`config.mk`:
```
export PLATFORM = sky130hd
export DESIGN_NAME = i2c_cfg_slave
export DESIGN_NICKNAME = d
export VERILOG_FILES = /design/src/rtl/i2c_cfg_slave.sv
export SDC_FILE = /design/constraint.sdc
export NUM_CORES = 1
export LEC_CHECK = 0
export BUFFER_PORTS_ARGS = -buffer_cell sky130_fd_sc_hd__clkbuf_2
export CAP_MARGIN = 25
export CORE_MARGIN = 10
export CORE_UTILIZATION = 45
export DETAILED_ROUTE_END_ITERATION = 16
export PLACE_DENSITY = 0.69
export SETUP_SLACK_MARGIN = 0.3
export SLEW_MARGIN = 20
export SYNTH_ARGS = -nofsm -noshare
export SYNTH_HDL_FRONTEND = slang
export SYNTH_SLANG_ARGS = --single-unit
```
`constraint.sdc`:
```
create_clock -name clk -period 2.6 [get_ports clk]
set_clock_uncertainty 0.05 [all_clocks]
set_input_delay 0.52 -clock clk [delete_from_list [all_inputs] [get_ports clk]]
set_output_delay 0.52 -clock clk [all_outputs]
set_load 0.005 [all_outputs]
```
`src/rtl/i2c_cfg_slave.sv`:
```
// I2C register-write target: raw SCL/SDA in, one write strobe per data byte, local register file (read-back under I2C_SLAVE_READ_EN).
// Latency: 2-flop sync + 1 history cycle on the bus; wr_valid one cycle after the 8th data bit is sampled.
// Backpressure: none; the bus master paces every transfer and the target only ACKs/NACKs.
module i2c_cfg_slave #(
    parameter logic [6:0] SLAVE_ADDR = 7'b111_0100,
    parameter int         DATA_WIDTH = 8
) (
    input  logic                  clk,
    input  logic                  arst_n,
    input  logic                  scl_i,
    input  logic                  sda_i,
    output logic                  sda_oe,
    output logic                  wr_valid,
    output logic [DATA_WIDTH-1:0] wr_addr,
    output logic [DATA_WIDTH-1:0] wr_data,
    output logic                  busy
);
    localparam int            CW   = $clog2(DATA_WIDTH + 1);
    localparam logic [CW-1:0] LAST = CW'(DATA_WIDTH - 1);
    localparam logic [CW-1:0] FULL = CW'(DATA_WIDTH);

    typedef enum logic [3:0] {
        IDLE, ADDR, ADDR_ACK, REG, REG_ACK, WDATA, WDATA_ACK, RDATA, RDATA_ACK
    } state_t;

    state_t                state, state_nxt;
    logic                  oe_nxt;
    logic                  scl_s1, scl_s, scl_d, sda_s1, sda_s, sda_d;
    logic                  scl_rise, scl_fall, start, stop;
    logic [CW-1:0]         cnt;
    logic [DATA_WIDTH-2:0] rx_sh;
    logic [DATA_WIDTH-1:0] rx_next;
    logic [DATA_WIDTH-1:0] ptr;
    logic                  last_bit, addr_hit, rx_phase, ack_phase;
    logic [DATA_WIDTH-1:0] regs [2**DATA_WIDTH];
`ifdef I2C_SLAVE_READ_EN
    logic                  rw_q;
    logic [DATA_WIDTH-2:0] tx_sh;
`endif

    // Idle-high reset values keep a released bus from looking like an edge.
    always_ff @(posedge clk or negedge arst_n) begin
        if (!arst_n) begin
            scl_s1 <= 1'b1;
            scl_s  <= 1'b1;
            scl_d  <= 1'b1;
            sda_s1 <= 1'b1;
            sda_s  <= 1'b1;
            sda_d  <= 1'b1;
        end else begin
            scl_s1 <= scl_i;
            scl_s  <= scl_s1;
            scl_d  <= scl_s;
            sda_s1 <= sda_i;
            sda_s  <= sda_s1;
            sda_d  <= sda_s;
        end
    end

    assign scl_rise  = scl_s & ~scl_d;
    assign scl_fall  = ~scl_s & scl_d;
    assign start     = scl_s & scl_d & sda_d & ~sda_s;
    assign stop      = scl_s & scl_d & ~sda_d & sda_s;
    assign rx_next   = {rx_sh, sda_s};
    assign last_bit  = scl_rise && (cnt == LAST);
    assign rx_phase  = (state == ADDR) || (state == REG) || (state == WDATA) || (state == RDATA);
    assign ack_phase = (state == ADDR_ACK) || (state == REG_ACK) || (state == WDATA_ACK) || (state == RDATA_ACK);
`ifdef I2C_SLAVE_READ_EN
    assign addr_hit  = (rx_next[DATA_WIDTH-1 -: 7] == SLAVE_ADDR);
`else
    assign addr_hit  = (rx_next[DATA_WIDTH-1 -: 7] == SLAVE_ADDR) && !rx_next[0];
`endif

    always_ff @(posedge clk or negedge arst_n) begin
        if (!arst_n) begin
            state  <= IDLE;
            sda_oe <= 1'b0;
        end else begin
            state  <= state_nxt;
            sda_oe <= oe_nxt;
        end
    end

    // sda_oe only moves on SCL falls (or START/STOP), so it lands the cycle after the edge.
    always_comb begin
        state_nxt = state;
        oe_nxt    = sda_oe;
        if (start) begin
            state_nxt = ADDR;
            oe_nxt    = 1'b0;
        end else if (stop) begin
            state_nxt = IDLE;
            oe_nxt    = 1'b0;
        end else begin
            case (state)
                ADDR: begin
                    if (last_bit && !addr_hit) begin
                        state_nxt = IDLE;
                    end else if (scl_fall && cnt == FULL) begin
                        state_nxt = ADDR_ACK;
                        oe_nxt    = 1'b1;
                    end
                end
                ADDR_ACK: begin
                    if (scl_fall) begin
`ifdef I2C_SLAVE_READ_EN
                        if (rw_q) begin
                            state_nxt = RDATA;
                            oe_nxt    = ~regs[ptr][DATA_WIDTH-1];
                        end else begin
                            state_nxt = REG;
                            oe_nxt    = 1'b0;
                        end
`else
                        state_nxt = REG;
                        oe_nxt    = 1'b0;
`endif
                    end
                end
                REG: begin
                    if (scl_fall && cnt == FULL) begin
                        state_nxt = REG_ACK;
                        oe_nxt    = 1'b1;
                    end
                end
                REG_ACK, WDATA_ACK: begin
                    if (scl_fall) begin
                        state_nxt = WDATA;
                        oe_nxt    = 1'b0;
                    end
                end
                WDATA: begin
                    if (scl_fall && cnt == FULL) begin
                        state_nxt = WDATA_ACK;
                        oe_nxt    = 1'b1;
                    end
                end
`ifdef I2C_SLAVE_READ_EN
                RDATA: begin
                    if (scl_fall) begin
                        if (cnt == FULL) begin
                            state_nxt = RDATA_ACK;
                            oe_nxt    = 1'b0;
                        end else begin
                            oe_nxt    = ~tx_sh[DATA_WIDTH-2];
                        end
                    end
                end
                RDATA_ACK: begin
                    if (scl_rise && sda_s) begin
                        state_nxt = IDLE;
                    end else if (scl_fall) begin
                        state_nxt = RDATA;
                        oe_nxt    = ~regs[ptr][DATA_WIDTH-1];
                    end
                end
`endif
                default: ;
            endcase
        end
    end

    always_ff @(posedge clk or negedge arst_n) begin
        if (!arst_n) begin
            cnt      <= '0;
            rx_sh    <= '0;
            ptr      <= '0;
            wr_valid <= 1'b0;
            wr_addr  <= '0;
            wr_data  <= '0;
            busy     <= 1'b0;
        end else begin
            wr_valid <= 1'b0;
            if (start) begin
                busy <= 1'b1;
            end else if (stop) begin
                busy <= 1'b0;
            end
            if (start || stop) begin
                cnt <= '0;
            end else begin
                if (scl_rise && rx_phase) begin
                    rx_sh <= rx_next[DATA_WIDTH-2:0];
                    cnt   <= cnt + 1'b1;
                end
                if (scl_fall && ack_phase) begin
                    cnt <= '0;
                end
                if (last_bit && state == REG) begin
                    ptr <= rx_next;
                end
                if (last_bit && state == WDATA) begin
                    wr_valid <= 1'b1;
                    wr_addr  <= ptr;
                    wr_data  <= rx_next;
                    ptr      <= ptr + 1'b1;
                end
`ifdef I2C_SLAVE_READ_EN
                // Master ACK on a read byte advances to the next register.
                if (scl_rise && state == RDATA_ACK && !sda_s) begin
                    ptr <= ptr + 1'b1;
                end
`endif
            end
        end
    end

`ifdef I2C_SLAVE_READ_EN
    always_ff @(posedge clk or negedge arst_n) begin
        if (!arst_n) begin
            rw_q  <= 1'b0;
            tx_sh <= '0;
        end else begin
            if (last_bit && state == ADDR) begin
                rw_q <= rx_next[0];
            end
            if (scl_fall && !start && !stop && state_nxt == RDATA && state != RDATA) begin
                tx_sh <= regs[ptr][DATA_WIDTH-2:0];
            end else if (scl_fall && state == RDATA) begin
                tx_sh <= {tx_sh[DATA_WIDTH-3:0], 1'b0};
            end
        end
    end
`endif

    // Register file contents survive reset.
    always_ff @(posedge clk) begin
        if (wr_valid) begin
            regs[wr_addr] <= wr_data;
        end
    end

endmodule
```
Word level (Yosys, flattened, before mapping)
Cells that the tools add are included.
- flip-flop bits (word level): 48
- input port bits: 4
- output and inout port bits: 19
- word-level logic and storage cells: 101
- add/subtract/negate cells: 2
- equality and inequality tests: 18
- mux-type cells: 24
- bitwise logic cells: 12
- reduce and logical (&&, ||, !) cells: 30
- operators with widths (operator ; count):
    4-bit 2-to-1 mux ; 11
    4-bit by 3-bit == test with 1-bit output (second input constant) ; 5
    4-bit one-hot mux with 5 select lines ; 1
    8-bit 2-to-1 mux ; 2
    4-bit inequality test (second input constant) ; 3
    1-bit 2-to-1 mux ; 9
    8-bit by 1-bit adder with 8-bit output (second input constant) ; 1
    4-bit by 2-bit == test with 1-bit output (second input constant) ; 2
    4-bit == test (second input constant) ; 2
    1-bit logical AND ; 8
    4-bit by 3-bit inequality test with 1-bit output (second input constant) ; 2
    1-bit bitwise AND ; 7
    7-bit == test (second input constant) ; 1
    1-bit logical OR ; 7
    7-bit nonzero test ; 1
    2-bit AND reduction ; 3
    6-bit AND reduction ; 1
    5-bit by 3-bit inequality test with 1-bit output (second input constant) ; 1
    1-bit NOT ; 5
    5-bit nonzero test ; 1
    4-bit by 1-bit adder with 4-bit output (second input constant) ; 1
    4-bit by 1-bit == test with 1-bit output (second input constant) ; 1
    4-bit by 1-bit inequality test with 1-bit output (second input constant) ; 1
    2-bit nonzero test ; 2
    6 further kinds ; 8

Logic depth before layout (Yosys ltp)
Gate-level depths: netlist (run 1).
- word-level depth: 8
- mapped depth: 8
- depth with buffers taken out: 6

Worst setup path after synthesis (run 1)
OpenSTA, ideal clock, no wires.
- kind: reg-to-reg
- from: reg scl_s
- to: reg wr_addr[0]
- library setup time: 0.125 ns
- arrival: 1.759 ns
- path slack: 0.666 ns
- stages on the path, launching flop included: 7
- buffers on the path: 3
- clock period less this slack: 1.934 ns
- path through: dfstp_2 buf_4 nand4b_4 or4_1 buf_6 buf_6 mux2_4
- cells in the longest elaborated chain, start to end: 6
- RTL lines (item ; RTL line ; source):
    start, declared ; 28 ; logic scl_s1, scl_s, scl_d, sda_s1, sda_s, sda_d;
    start signal, assigned ; 52 ; scl_s <= scl_s1;
    1-bit bitwise AND ; 62, 63 ;
    1-bit bitwise AND, on equally long branches (2 in series) ; 62, 63 ;
    1-bit logical OR ; 179 ; if (start || stop) begin
    1-bit NOT (no source line) ; - ;
    2-bit AND reduction (no source line) * ; - ;
    end signal, assigned ; 194 ; wr_addr <= ptr;
    end, declared ; 14 ; output logic [DATA_WIDTH-1:0] wr_addr,
Mark *: on every way between the ends. The rest lies on a longest branch, timed or not.
A chain may end at the register's enable or synchronous reset.

Worst setup path after layout (run 1)
- from: reg scl_s
- to: reg wr_addr[5]
The elaborated chain is that of the path after synthesis.

==> results of run 1 <==
-- worst max-delay path: cells and delay by family, from the launching register on --
kind                   cells  cell delay (ns)
AND/OR/NAND/NOR            2             0.69
multiplexers               1             0.31
flip-flops                 1             0.64
buffers and inverters      1             0.26
-- routing by layer --
metal | share of wire [%] | GRT usage [%]
met5 | 0 | 0
met4 | 1.4 | 3.79
met3 | 5.2 | 3.29
met2 | 46 | 16.6
met1 | 47 | 13.8
-- sequential cells by signal (all words and copies together), names as in the netlist --
signal,count
scl_d,1
sda_s1,1
busy,1
ptr,8
wr_addr,8
sda_d,1
sda_s,1
scl_s,1
sda_oe,1
wr_valid,1
scl_s1,1
cnt,4
wr_data,8
state,3
rx_sh,7
-- where the power goes --
group	internal (mW)	total [mW]	switching, mW	leakage, nW
clock network	0.191	0.409	0.217	0.0395
registers	0.794	0.880	0.0861	0.628
logic	0.0675	0.154	0.0865	0.570
total	1.05	1.44	0.390	1.24
-- cell usage in the layout (no fill, tap or decap), types with 2 or more instances in the layout --
cell type / Yosys / final
or4_1: 2 / 2
mux2_4: 15 / 15
clkbuf_1: 4 / 3
o21ai_0: 9 / 9
a22oi_1: 2 / 2
inv_1: 7 / 7
ha_1: 3 / 3
dfrtp_1: 41 / 41
dfstp_2: 6 / 6
nand3_1: 8 / 8
clkbuf_8: 0 / 5
nor2_1: 10 / 10
mux2i_1: 8 / 8
clkbuf_2: 0 / 22
nand2_1: 33 / 33
or3_1: 2 / 2
nand4_1: 2 / 2
and3_1: 2 / 2
nor2b_1: 2 / 2
a31oi_1: 2 / 2
a21oi_1: 7 / 7
nand3b_1: 2 / 2
nand2b_1: 2 / 2
buf_4: 2 / 4
-- cells in the mapped netlist (all sizes together) (3+ instances only) --
library cell and instances:
dfrtp 41, nand2 33, mux2 16, nor2 10, buf 9, o21ai 9, inv 8, mux2i 8
nand3 8, a21oi 7, dfstp 6, clkbuf 4, ha 3
-- layout make-up --
type                       instances  area, um2
inverter                           8       35.0
timing repair buffer              27        160
tap                               67       83.8
clock buffer                       8       80.1
sequential                        47       1180
multi-input combinational        132        948
fill                             442       2330
-- kinds of logic (layout without fill, tap and decap cells) --
family                   Yosys count  in the layout  synth area share (%)
AND/OR/NAND/NOR                   73             73                  16.7
flip-flops                        47             47                  52.2
AO/OA/AOI/OAI                     30             30                  8.72
multiplexers                      24             24                  14.0
buffers and inverters             21             43                  5.91
adder cells (fa/ha/maj)            3              3                  1.66
XOR/XNOR                           2              2                 0.773
-- path summary, 6_finish.rpt --
kind / end / slack, ns / cells past startpoint
setup / recovery: wr_addr[5]$_DFFE_PN0P_ / 0.54 / 4
max in group asynchronous: scl_d$_DFF_PN1_ / 1.72 / 2
min in group clk: sda_s1$_DFF_PN1_ / 0.26 / 1
setup reg to reg: wr_addr[5]$_DFFE_PN0P_ / 0.54 / 4
hold reg to reg: scl_s$_DFF_PN1_ / 0.31 / 0
hold / removal: wr_data[6]$_DFFE_PN0P_ / 0.16 / 1
-- stage by stage --
step | std cells | hold slack, ns | instance area [um2] | util (%) | power, mW
6_report | 289 | 0.160 | 2490 | 51.7 | 1.44
5_1_grt | 289 | 0.199 | 2490 | 51.7 | 1.52
4_1_cts | 289 | 0.181 | 2490 | 51.7 | 1.46
3_5_place_dp | 281 | 0.297 | 2410 | 50.1 | 1.05
3_3_place_gp | 281 | 0.296 | 2410 | 50.1 | 1.04
2_1_floorplan | 200 | 0.174 | 2270 | - | 0.969
==> impl_metrics.ini, run 1 <==
[status]
status = complete, no violations

[sta]
setup_tns_ns = 0
slew_headroom_pct = 61.3
fin_crit_sh_pct = 79.3
fin_ws_ns = 0.538
maxSlewViolCount = 0
tightest_slew_ns = 0.580
setup_violations = 0
min_period_ns = 2.06
hold_viol = 0
rsz0062_at_grt = no
fmax_mhz = 485

[critical_path]
setup.worst_path.start = scl_s$_DFF_PN1_
worstPathMaxFanout = 11
max_stage_delay_ns = 0.64
crit_chain = nand4b_4 > or4_1 > buf_4 > mux2_4
endpoint_kind = flop
critical_path_class = reg2reg
slowest_stage = dfstp_2
reg2reg_from = scl_s$_DFF_PN1_
worstPathArrival_ns = 2.18
required_ns = 2.72
critPathLaunchType = flop

[detailed_routing]
via_count = 1481
drt_iter0_drc = 49
vias_per_cell = 5.12
firstDrtPassIters = 4
drc_errors = 0
route.detailed.wl_per_inst_um = 14.6
wl_mm = 4.22
drtAntennaViolNets = 0

[place]
pre_cts_ws_ns = 0.544
place_congestion = 0.789
dp_hpwl_mm = 3.10
io_buffers = 22

[synthesis]
yosys-top-cells-area = dfrtp_1 45%, mux2_4 9.9%, dfstp_2 7.0%, nand2_1 5.5%, mux2i_1 3.5%
synth_cells = 200
yosysTopAreaCellShare_pct = 45.3
synth_edf_count = 0
yosys_warnings = 0
syn_area_per_cell_um2 = 11.3
yosysTopAreaCell = dfrtp_1
yosysSeqAreaShare_pct = 52.2
synth.ff_latch_count = 47
syn-cell-area_um2 = 2270
syn_nets = 207
synth_ff_type = dfrtp_1
synth_cell_types = 47
async_flop_share_pct = 100

[clock_network]
path_clk_slew_ns = 0.08
cts_resized = 0
cts_root_buf = clkbuf_8
clockBufferDepth = 2
cts_tree = done
cts.sinks = 47
cts_buffers = 5
post_cts_buffers = 0
cts.htree.levels = 2
worstSkewPairLatency_ns = 0.29
hold_buffers = 0

[global_route]
grt_pass1_vias = 1503
grt_max_degree = 26
grt_pass1_wl_mm = 7.40
antenna_found_initial = 0
grt.total_usage_pct = 10.7
gr-total-overflow = 0

[final_layout]
final_nets = 228
syn_to_final_growth_pct = 9.94
num_antenna_cells = 0
layout-drive-gt1-share_pct = 26.1

[floorplanning]
die_h_um = 91.0
coreArea_um2 = 4820
die_w_um = 91.0
rows = 25
start_util_pct = 47.0
io_pins = 23
die_area_um2 = 8270

[power]
p_leak_nw = 1.24
ir_drop_v = 0.000371
power_density_nw_per_um2 = 579

[run]
drv_cap = 0

[min_path]
min_path_type = in2async
(Power assumes the default switching activity.)
==> run 2, diff against run 1 <==
--- a/config.mk
+++ b/config.mk
@@ -5,6 +5,7 @@
 export SDC_FILE = /design/constraint.sdc
 export NUM_CORES = 1
 export LEC_CHECK = 0
+export ABC_AREA = 1
 export BUFFER_PORTS_ARGS = -buffer_cell sky130_fd_sc_hd__clkbuf_2
 export CAP_MARGIN = 25
 export CORE_MARGIN = 10
==> constraint.sdc (replaced) <==
create_clock -name clk -period 1.99 [get_ports clk]
set_clock_uncertainty 0.05 [all_clocks]
set_input_delay 0.398 -clock clk [delete_from_list [all_inputs] [get_ports clk]]
set_output_delay 0.398 -clock clk [all_outputs]
set_load 0.005 [all_outputs]
==> run 2 against run 1 <==
Net effect:
- routed wire length up 3.0%
- area after synthesis down 5.7%
- sequential power up 35%
- combinational power rose to 3.1 times the previous value
- final cell count up 15%
- cell area down 0.45%
- clock power up 42%
- clock-buffer cell count down 3
- critical endpoint is now wr_addr[6]$_DFFE_PN0P_
- die area down 4.5%
- utilization up 1.5 points
==> impl_metrics.ini, run 2 <==
[place]
placed_cell_area_um2 = 2290
io_buffers = 22
dp_hpwl_mm = 2.95
place_congestion = 0.830

[synthesis]
yosysSeqAreaShare_pct = 55.4
synth_edf_count = 0
synth.ff_latch_count = 47
syn_nets = 253
yosysTopAreaCellShare_pct = 48.0
async_flop_share_pct = 100
synth_cells = 246
syn_area_per_cell_um2 = 8.69
syn-cell-area_um2 = 2140
yosysTopAreaCell = dfrtp_1
synth.most_common_cell = nand2_1
yosys-top-cells-area = dfrtp_1 48%, nand2_1 10%, dfstp_2 7.4%, o21ai_0 5.2%, inv_1 5.1%
synth_cell_types = 27
synth_ff_type = dfrtp_1
synth_common_cells = 58 x nand2_1, 41 x dfrtp_1, 29 x inv_1, 22 x o21ai_0, 17 x nor2_1
yosys_warnings = 0

[detailed_routing]
drt_iter0_drc = 109
vias_per_cell = 5.03
drc_errors = 0
route.detailed.wl_per_inst_um = 13.1
via_count = 1664
wl_mm = 4.35
drtAntennaViolNets = 0
firstDrtPassIters = 4

[clock_network]
worstSkewPairLatency_ns = 0.30
cts_tree = done
cts.htree.levels = 2
clockBufferDepth = 2
cts_buffers = 5
cts.sinks = 47
path_clk_slew_ns = 0.09
hold_buffers = 0
cts_root_buf = clkbuf_8

[sta]
tightest_slew_ns = 0.575
setup_violations = 0
hold_viol = 0
setup_tns_ns = 0
slew_headroom_pct = 61.7
rsz0062_at_grt = yes
min_period_ns = 1.66
maxSlewViolCount = 0
fmax_mhz = 603
fin_crit_sh_pct = 83.3

[floorplanning]
io_pins = 23
die_area_um2 = 7900
die_w_um = 88.9
rows = 25
coreArea_um2 = 4660
start_util_pct = 45.9
die_h_um = 88.9

[critical_path]
max_stage_delay_ns = 0.56
crit_chain = nand2_4 > nor3_4 > nand2_4 > buf_6 > clkbuf_16 > nand2_1 > o21ai_0
required_ns = 2.13
worstPathArrival_ns = 1.80
worstPathMaxFanout = 19
r2r_cells = 7
path_buf_inv = 2
slowest_stage = dfstp_2
endpoint_kind = flop
critPathTopFamily = flip-flops
critical_path_class = reg2reg
crit_top_cell = nand2_4
r2r_end = wr_addr[6]$_DFFE_PN0P_
r2r_slack_ns = 0.33
reg2reg_from = scl_s$_DFF_PN1_
critPathLaunchType = flop

[final_layout]
fillerInstances = 429
final_cell_mix = 55 x nand2_1, 40 x dfrtp_1, 29 x inv_1
final_nets = 283
stdcell_area_um2 = 2480
layout_commonest_cell = nand2_1
layout-drive-gt1-share_pct = 22.4
syn_to_final_growth_pct = 16.0
utilization_pct = 53.2
multi_input_area_um2 = 806
largest_registers = ptr (8), wr_addr (8), wr_data (8)
seqCellArea_um2 = 1180
num_antenna_cells = 0

[power]
p_leak_nw = 1.18
power_density_nw_per_um2 = 903
p_total_mw = 2.24
ir_drop_v = 0.000452

[global_route]
grt_pass1_wl_mm = 7.40
grt_max_degree = 48
grt_pass1_vias = 1618
grt.total_usage_pct = 11.7
antenna_found_initial = 0
gr-total-overflow = 0

[status]
status = complete, no violations

[min_path]
min_path_type = in2async

[run]
drv_cap = 0
[run 2: cell types whose count changed after synthesis, sizes merged, moves of 3 or more]
cell	previous run	this run
buf	9	5
mux2	16	0
nand2	33	62
mux2i	8	0
nand3	8	12
inv	8	33
a21oi	7	10
nor2	10	19
o21ai	9	38
[run 2: cell families (layout without fill, tap and decap cells)]
group,count (synthesis),count (layout),synth area share (%)
AOI/OAI and AO/OA,56,56,13.9
xor gates and xnor gates,2,2,0.820
adders and majority gates,3,3,1.76
buffers and inverters,40,71,8.49
DFF,47,47,55.4
and+or+nand+nor,98,98,19.6
[run 2: how the worst max path moves through the flow]
stage	depth (start not counted)	startpoint	to
floorplan	9	cnt[0]$_DFFE_PN0P_	ptr[6]$_DFFE_PN0P_
global placement	8	cnt[0]$_DFFE_PN0P_	ptr[2]$_DFFE_PN0P_
detailed placement	8	cnt[0]$_DFFE_PN0P_	ptr[2]$_DFFE_PN0P_
CTS	8	cnt[0]$_DFFE_PN0P_	ptr[2]$_DFFE_PN0P_
global route	8	cnt[1]$_DFFE_PN0P_	ptr[3]$_DFFE_PN0P_
finish	7	scl_s$_DFF_PN1_	wr_addr[6]$_DFFE_PN0P_
[run 2: timing repair]
item                       in CTS  in global routing
gates resized for setup         0                 17
setup endpoints to repair       0                 21
setup buffers                   0                  3
[run 2: area by class of cell]
cell class / instances / area share [%]
clock buffers: 5 / 2.77
clock inverters: 3 / 0.807
inverters: 33 / 5.20
multi-input cells: 159 / 32.5
flip-flops and latches: 47 / 47.8
well taps: 54 / 2.72
repair buffers: 30 / 8.22
[run 2: worst register-to-register path, stage by stage (launching register included)]
cell and delay, ns:
dfstp_2 0.56, nand2_4 0.07, nor3_4 0.32, nand2_4 0.13, buf_6 0.14, clkbuf_16 0.16
nand2_1 0.06, o21ai_0 0.07
[run 2: power breakdown]
group	total (mW)	switching [mW]	internal, mW
combinational	0.471	0.306	0.164
clock	0.579	0.334	0.245
sequential	1.19	0.119	1.07
[run 2: routing by layer]
layer	vias up	track usage [%]	part of all wire (%)
met1	767	15.3	49
met3	7	3.28	4.6
met5	-	0	0
li1	853	-	-
met2	37	18.0	44
met4	0	4.41	1.8
[run 2: through the flow]
step                setup WS (ns)  cells  hold slack [ns]
floorplan                   0.514    246           0.0524
global placement            0.379    319            0.297
detailed placement          0.328    319            0.297
CTS                         0.316    327            0.116
global route                0.237    331            0.105
finish                      0.332    331            0.118
